`src/rtl/reg_bank_master.sv`:
```
// Valid/ready command-to-register-bank bus initiator with one outstanding transaction.
// Optional write read-back check enabled by defining REG_BANK_MASTER_WRITE_VERIFY_EN.
module reg_bank_master #(
  parameter int unsigned ADDR_W       = 8,
  parameter int unsigned DATA_W       = 16,
  parameter int unsigned READ_LATENCY = 1,
  parameter int unsigned CNT_W        = 16
) (
  input  logic              clk,
  input  logic              reset,
  input  logic              cmd_valid,
  output logic              cmd_ready,
  input  logic              cmd_write,
  input  logic [ADDR_W-1:0] cmd_addr,
  input  logic [DATA_W-1:0] cmd_wdata,
  output logic              rsp_valid,
  input  logic              rsp_ready,
  output logic              rsp_write,
  output logic [ADDR_W-1:0] rsp_addr,
  output logic [DATA_W-1:0] rsp_rdata,
  output logic              rsp_err,
  output logic [ADDR_W-1:0] address,
  output logic [DATA_W-1:0] data_in,
  output logic              rw,
  input  logic [DATA_W-1:0] data_out,
  output logic [CNT_W-1:0]  wr_count,
  output logic [CNT_W-1:0]  rd_count,
  output logic              busy
);

  if (READ_LATENCY < 1 || READ_LATENCY > 7) begin : g_bad_latency
    $error("reg_bank_master: READ_LATENCY must be in 1..7");
  end

  typedef enum logic [2:0] {StIdle, StWrite, StRead, StVerify, StResp} state_e;

  localparam logic [2:0] LatInit = 3'(READ_LATENCY);

  state_e     state_q;
  logic [2:0] wait_q;

  always_ff @(posedge clk) begin
    if (reset) begin
      state_q   <= StIdle;
      wait_q    <= '0;
      cmd_ready <= 1'b0;
      rsp_valid <= 1'b0;
      rsp_write <= 1'b0;
      rsp_addr  <= '0;
      rsp_rdata <= '0;
      rsp_err   <= 1'b0;
      address   <= '0;
      data_in   <= '0;
      rw        <= 1'b0;
      wr_count  <= '0;
      rd_count  <= '0;
      busy      <= 1'b0;
    end else begin
      unique case (state_q)
        StIdle: begin
          cmd_ready <= 1'b1;
          if (cmd_valid && cmd_ready) begin
            address   <= cmd_addr;
            data_in   <= cmd_wdata;
            rsp_write <= cmd_write;
            rsp_addr  <= cmd_addr;
            cmd_ready <= 1'b0;
            busy      <= 1'b1;
            wait_q    <= LatInit;
            if (cmd_write) begin
              rw      <= 1'b1;
              state_q <= StWrite;
            end else begin
              state_q <= StRead;
            end
          end
        end
        // The bank commits on this edge; rw drops so it is high for exactly one cycle.
        StWrite: begin
          rw        <= 1'b0;
          wr_count  <= wr_count + CNT_W'(1);
          rsp_rdata <= '0;
          rsp_err   <= 1'b0;
`ifdef REG_BANK_MASTER_WRITE_VERIFY_EN
          wait_q    <= LatInit;
          state_q   <= StVerify;
`else
          rsp_valid <= 1'b1;
          state_q   <= StResp;
`endif
        end
        StRead: begin
          if (wait_q == 3'd0) begin
            rsp_rdata <= data_out;
            rsp_err   <= 1'b0;
            rd_count  <= rd_count + CNT_W'(1);
            rsp_valid <= 1'b1;
            state_q   <= StResp;
          end else begin
            wait_q <= wait_q - 3'd1;
          end
        end
`ifdef REG_BANK_MASTER_WRITE_VERIFY_EN
        // Read-back of the just-written word; not counted as a read.
        StVerify: begin
          if (wait_q == 3'd0) begin
            rsp_rdata <= data_out;
            rsp_err   <= (data_out != data_in);
            rsp_valid <= 1'b1;
            state_q   <= StResp;
          end else begin
            wait_q <= wait_q - 3'd1;
          end
        end
`endif
        StResp: begin
          if (rsp_ready) begin
            rsp_valid <= 1'b0;
            busy      <= 1'b0;
            cmd_ready <= 1'b1;
            state_q   <= StIdle;
          end
        end
        default: state_q <= StIdle;
      endcase
    end
  end

endmodule

```
`config.mk`:
```
export PLATFORM = sky130hd
export DESIGN_NAME = reg_bank_master
export DESIGN_NICKNAME = d
export VERILOG_FILES = /design/src/rtl/reg_bank_master.sv
export SDC_FILE = /design/constraint.sdc
export NUM_CORES = 1
export LEC_CHECK = 0
export CORE_ASPECT_RATIO = 1.25
export CORE_MARGIN = 1
export CORE_UTILIZATION = 44
export CTS_BUF_LIST = sky130_fd_sc_hd__clkbuf_16
export CTS_CLUSTER_SIZE = 25
export DETAILED_ROUTE_END_ITERATION = 7
export HOLD_SLACK_MARGIN = 0.02
export PLACE_DENSITY = 0.81
export SETUP_SLACK_MARGIN = 0.5
export SKIP_CTS_REPAIR_TIMING = 1
export SLEW_MARGIN = 20
export SYNTH_ARGS = -nofsm -noshare
export SYNTH_HDL_FRONTEND = slang
export SYNTH_SLANG_ARGS = --single-unit
export TNS_END_PERCENT = 1
```
`constraint.sdc`:
```
create_clock -name clk -period 2.67 [get_ports clk]
set_input_delay 0.4005 -clock clk [delete_from_list [all_inputs] [get_ports clk]]
set_output_delay 0.4005 -clock clk [all_outputs]
set_load 0.02 [all_outputs]
```
==> flow_metrics.py, run 1 <==
metrics = {
    "synth": {
        "ys_seq_elements": 83,
        "synth_top_cell_by_area": "dfxtp_1",
        "async_flop_share_pct": 0,
        "yosys-top-cells-count": "dfxtp_1, nand2_1, a21oi_1",
        "yosysSeqAreaShare_pct": 49.4,
        "netlist_instances": 389,
        "synthFlopType": "dfxtp_1",
        "yosysMostFrequentCell": "dfxtp_1",
        "syn-mean-instance-area_um2": 8.65,
        "netlist.area_leader.share_pct": 49.4,
        "synth_area_mm2": 0.00336,
        "synth_cell_type_count": 40,
        "yosys_warnings": 0,
        "syn-num-nets": 438,
        "synth_edf_count": 0,
        "synth_area_leaders": "dfxtp_1, a21oi_1, nand2_1",
    },
    "clocking": {
        "cts_buffers": 9,
        "cts_buffer_depth": 2,
        "path_clk_slew_ns": 0.06,
        "cts_tree": "done",
        "cts.sinks": 83,
        "worstSkewPairLatency_ns": 0.32,
        "cts_root_buf": "clkbuf_16",
        "htree_levels": 3,
    },
    "run": {
        "drv_cap": 0,
    },
    "worst_setup_path": {
        "crit_fanout": 8,
        "startpoint_type": "flop",
        "end_kind": "flop",
        "critPathKind": "reg -> reg",
        "cp_data_required_time_ns": 2.93,
        "worstPathArrival_ns": 2.27,
        "ff2ff_setup_slack_ns": 0.66,
    },
    "drt": {
        "route.vias.total": 3102,
        "drt_pre_antenna_iters": 4,
        "drt-initial-drc-count": 215,
        "drc": 0,
        "routed_via_density": 5.16,
        "routedWlPerCell_um": 13.6,
        "wl_um": 8190,
        "ant_nets": 0,
    },
    "pwr": {
        "comb_power_share_pct": 11.1,
        "power_density_mw_per_mm2": 558,
        "ir_drop_uv": 389,
        "p_leak_uw": 0.00173,
        "p_switching_uw": 624,
        "switching_share_pct": 22.7,
        "p_int_uw": 2130,
        "clkPwrFrac_pct": 41.8,
        "power_frac_seq_pct": 47.1,
    },
    "sta": {
        "period_needed_ns": 2.01,
        "fin_ws_ns": 0.656,
        "timing.setup.tns_ns": 0,
        "finalHoldViolCount": 0,
        "slew_headroom_pct": 53.9,
        "rsz0062_at_grt": "no",
        "finalSetupViolCount": 0,
        "fmax_mhz": 497,
        "worstMarginPinSlew_ns": 0.691,
        "final.period_utilization_pct": 75.4,
        "report.final.slew_viol_count": 0,
        "skew_ns": 0.00778,
    },
    "floorplanning": {
        "core_area_mm2": 0.00740,
        "die_w_um": 80.2,
        "die_h_um": 99.8,
        "rows": 35,
        "ios": 131,
        "dieArea_mm2": 0.00800,
        "start_util_pct": 45.5,
    },
    "cells_and_area": {
        "utilization_pct": 66.7,
        "stdcell_count": 601,
        "antenna_cells": 0,
        "final_layout_size_suffix_gt1_share_pct": 4.52,
        "area_delta_synth_final_pct": 46.8,
        "final_nets": 555,
        "fin_area_mm2": 0.00494,
    },
    "placed_design": {
        "dpl_cell_area_mm2": 0.00466,
        "place.gp.congestion": 0.790,
        "io_buffers": 129,
        "hpwl_um": 5790,
        "dp_cells": 587,
        "dpl_worst_slack_ns": 0.463,
    },
    "global_routing": {
        "antenna_found_initial": 0,
        "grt_pass1_wl_um": 13000,
        "grt_overflow": 0,
        "grt_util_all_layers_pct": 20.6,
        "grt_max_degree": 42,
        "first_global_vias": 2800,
    },
    "outcome": {
        "status": "complete, no violations",
    },
    "worst_hold_path": {
        "hp-class": "reg -> reg",
    },
}
metrics by stage:
step	hold WS (ns)	total power, uW
6_report	0.452	2750
5_1_grt	0.477	2860
4_1_cts	0.456	2780
3_5_place_dp	0.448	1630
3_3_place_gp	0.441	1620
2_1_floorplan	0.444	1470
per-layer routing:
| layer | GRT usage [%] | part of all wire [%] | vias up | routed length [um] |
|---|---|---|---|---|
| met4 | 9.62 | 2.0 | 0 | 167 |
| li1 | - | - | 1583 | - |
| met3 | 3.94 | 4.2 | 15 | 340 |
| met1 | 25.8 | 43 | 1414 | 3540 |
| met5 | 0 | 0 | - | 0 |
| met2 | 33.8 | 51 | 90 | 4150 |
power by group through the flow:
| stage | combinational [uW] | sequential (uW) | clock (uW) |
|---|---|---|---|
| 2_1_floorplan | 116 | 1360 | 0 |
| 3_3_place_gp | 300 | 1320 | 0 |
| 3_5_place_dp | 305 | 1320 | 0 |
| 4_1_cts | 306 | 1300 | 1170 |
| 5_1_grt | 328 | 1300 | 1230 |
| 6_report | 305 | 1300 | 1150 |
final timing paths:
| kind | startpoint | cells after the start | end |
|---|---|---|---|
| setup / recovery | wait_q[0]$_SDFFE_PP0P_ | 7 | rd_count[14]$_SDFFE_PP0P_ |
| hold reg to reg | rsp_write$_SDFFE_PP0P_ | 2 | rsp_write$_SDFFE_PP0P_ |
| hold / removal | rsp_write$_SDFFE_PP0P_ | 2 | rsp_write$_SDFFE_PP0P_ |
| setup reg to reg | wait_q[0]$_SDFFE_PP0P_ | 7 | rd_count[14]$_SDFFE_PP0P_ |
sequential cells by signal, indices dropped and copies added, names as in the netlist:
signal,count
rsp_write,1
rsp_rdata,16
rsp_valid,1
wr_count,16
address,8
cmd_ready,1
wait_q,3
data_in,16
busy,1
rd_count,16
state_q,3
rw,1
cell type report:
type | instances | area, um2
inverters | 7 | 26.3
clock inverters | 5 | 46.3
repair buffers | 136 | 1340
clock buffers | 9 | 225
well taps | 92 | 115
flip-flops and latches | 83 | 1660
fillers | 590 | 2460
multi-input cells | 269 | 1530
critical path, cell delays in order (launching register included):
cell,delay [ns]
dfxtp_1,0.32
inv_1,0.09
ha_1,0.21
nand3b_1,0.11
buf_4,0.19
or4_4,0.54
or3_1,0.36
a21oi_1,0.13
cell families after synthesis:
group,count (synthesis),synth area share [%]
simple gates,160,23.9
compound gates,87,15.2
flops,83,49.4
buf+inv,37,5.47
xor+xnor,16,4.17
fa+ha+maj,4,1.49
other cells,1,0.111
mux,1,0.335
layout by cell type, fill, tap and decap left out, types with 9 or more instances in the layout:
cell type,Yosys,layout
clkdlybuf4s50_1,0,128
dfxtp_1,83,83
nand2_1,63,63
a21oi_1,50,49
nor2_1,24,23
o21ai_0,16,16
a22o_1,16,16
nand3_1,12,12
or3_1,11,11
nand4_1,10,10
xnor2_1,9,9
clkbuf_16,0,9
Power figures use the tool's default switching activity.
==> inputs of run 2 (changes only) <==
Settings changed: CORE_UTILIZATION 44 to 39, PLACE_DENSITY 0.81 to 0.76.
Clock period 2.67 ns to 1.7 ns, I/O delays scaled along.
==> run 2 against run 1 <==
The flow now finishes with violations (setup timing). Sequential share of layout area decreased by 1.9 points. Register-to-register slack got worse by 0.68 ns. Via count up 4.8%. Largest power group unchanged.
==> flow_metrics.py, run 2 (same netlist as run 1, synthesis figures left out) <==
metrics = {
    "worst_setup_path": {
        "end_kind": "flop",
        "r2r-end": "rd_count[14]$_SDFFE_PP0P_",
        "worstPathArrival_ns": 1.97,
        "crit_fanout": 4,
        "cp_data_required_time_ns": 1.95,
        "critPathKind": "reg -> reg",
        "startpoint_type": "flop",
        "ff2ff_setup_slack_ns": -0.02,
        "timing.rr.start": "state_q[0]$_SDFFE_PP0P_",
        "r2r_cells": 4,
    },
    "clocking": {
        "cts_buffers": 9,
        "worstSkewPairLatency_ns": 0.33,
        "htree_levels": 3,
        "cts_tree": "done",
        "path_clk_slew_ns": 0.06,
        "cts_buffer_depth": 2,
        "cts.sinks": 83,
        "cts_root_buf": "clkbuf_16",
    },
    "pwr": {
        "switching_share_pct": 23.9,
        "p_int_uw": 3220,
        "p_leak_uw": 0.00253,
        "ir_drop_uv": 621,
        "comb_power_share_pct": 12.7,
        "p_switching_uw": 1010,
        "power_density_mw_per_mm2": 802,
        "clkPwrFrac_pct": 39.1,
        "power_frac_seq_pct": 48.2,
    },
    "sta": {
        "final.period_utilization_pct": 101,
        "skew_ns": 0.00366,
        "fin_ws_ns": -0.0235,
        "slew_headroom_pct": 61.2,
        "timing.setup.tns_ns": -0.0352,
        "period_needed_ns": 1.72,
        "worstMarginPinSlew_ns": 0.582,
        "finalSetupViolCount": 2,
        "report.final.slew_viol_count": 0,
        "finalHoldViolCount": 0,
        "rsz0062_at_grt": "yes",
        "fmax_mhz": 580,
    },
    "worst_hold_path": {
        "hold_end": "wr_count[15]$_SDFFE_PP0N_",
        "hp-class": "in -> reg",
        "min_delay_path_depth": 3,
        "hp-start": "reset",
    },
    "drt": {
        "routed_via_density": 5.18,
        "route.vias.total": 3250,
        "ant_nets": 0,
        "drt-initial-drc-count": 103,
        "drt_pre_antenna_iters": 4,
        "drc": 0,
        "wl_um": 9010,
        "routedWlPerCell_um": 14.4,
    },
    "global_routing": {
        "grt_pass1_wl_um": 14100,
        "grt_util_all_layers_pct": 19.7,
        "grt_max_degree": 31,
        "antenna_found_initial": 0,
        "grt_overflow": 0,
        "first_global_vias": 2994,
    },
    "floorplanning": {
        "ios": 131,
        "start_util_pct": 40.6,
        "die_w_um": 85.1,
        "rows": 37,
        "core_area_mm2": 0.00829,
        "dieArea_mm2": 0.00900,
        "die_h_um": 106,
    },
    "cells_and_area": {
        "final_common_cell": "dfxtp_1",
        "final_layout_size_suffix_gt1_share_pct": 22.8,
        "stdcell_count": 627,
        "final_nets": 576,
        "area_delta_synth_final_pct": 56.9,
        "antenna_cells": 0,
        "final_cell_mix": "dfxtp_1, clkdlybuf4s50_1, a21oi_1",
    },
    "run": {
        "drv_cap": 0,
    },
    "placed_design": {
        "hpwl_um": 6430,
        "place.gp.congestion": 0.803,
        "dp_cells": 613,
        "io_buffers": 129,
    },
    "outcome": {
        "status": "finished, violations left",
        "violations": "setup timing",
    },
}
-- run 2: how the worst max path moves through the flow --
stage                                           end  slack, ns  cells past startpoint               startpoint
after floorplan           rd_count[14]$_SDFFE_PP0P_      -0.11                      6  state_q[0]$_SDFFE_PP0P_
after global placement    rsp_rdata[2]$_SDFFE_PP0P_      -0.09                      6   wait_q[1]$_SDFFE_PP0P_
after detailed placement  rsp_rdata[4]$_SDFFE_PP0P_      -0.18                      6   wait_q[1]$_SDFFE_PP0P_
after CTS                 rsp_rdata[4]$_SDFFE_PP0P_      -0.19                      6   wait_q[1]$_SDFFE_PP0P_
after global routing      rd_count[14]$_SDFFE_PP0P_       -0.1                      6   wait_q[0]$_SDFFE_PP0P_
final                     rd_count[14]$_SDFFE_PP0P_      -0.02                      4  state_q[0]$_SDFFE_PP0P_
-- run 2: routing by layer --
metal,global-route usage [%],vias to the layer above,routed length (um),share of wire [%]
met4,8.96,0,172,1.9
met2,33.1,91,4640,51
li1,-,1612,-,-
met3,4.62,14,449,5.0
met5,0,-,0,0
met1,23.7,1533,3750,42
-- run 2: per-stage QoR --
step	setup slack (ns)	area (um2)	total power, uW	utilization [%]	hold slack, ns
floorplan	-0.114	3390	2320	-	0.388
detailed placement	-0.178	4830	2600	58.3	0.447
CTS	-0.186	5080	4260	61.3	0.354
global route	-0.0978	5280	4400	63.7	0.400
finish	-0.0235	5280	4230	63.7	0.372
global placement	-0.0861	4830	2590	58.3	0.443
-- run 2: final cells by class --
class / count / area, um2
inverters: 7 / 26.3
multi-input cells: 269 / 1730
clock buffers: 9 / 225
well taps: 97 / 121
flip-flops and latches: 83 / 1670
clock inverters: 5 / 23.8
repair buffers: 157 / 1480
fillers: 686 / 3010
-- run 2: power groups by stage --
stage / Clock, uW / Sequential [uW] / Combinational, uW
2_1_floorplan: 0 / 2130 / 185
3_3_place_gp: 0 / 2080 / 510
3_5_place_dp: 0 / 2080 / 517
4_1_cts: 1700 / 2040 / 519
5_1_grt: 1770 / 2050 / 581
6_report: 1650 / 2040 / 539
-- run 2: worst max-delay path, stage by stage, from the launching register on --
cell and delay (ns):
dfxtp_2 0.33, or3b_1 0.41, or4_4 0.45, or3_1 0.31, a21oi_1 0.14
==> inputs of run 3 (changes only) <==
Settings changed: SLEW_MARGIN 20 to not set.
==> results of run 3 <==
Same layout as run 2: the final DEF is identical, and so are final timing and power.
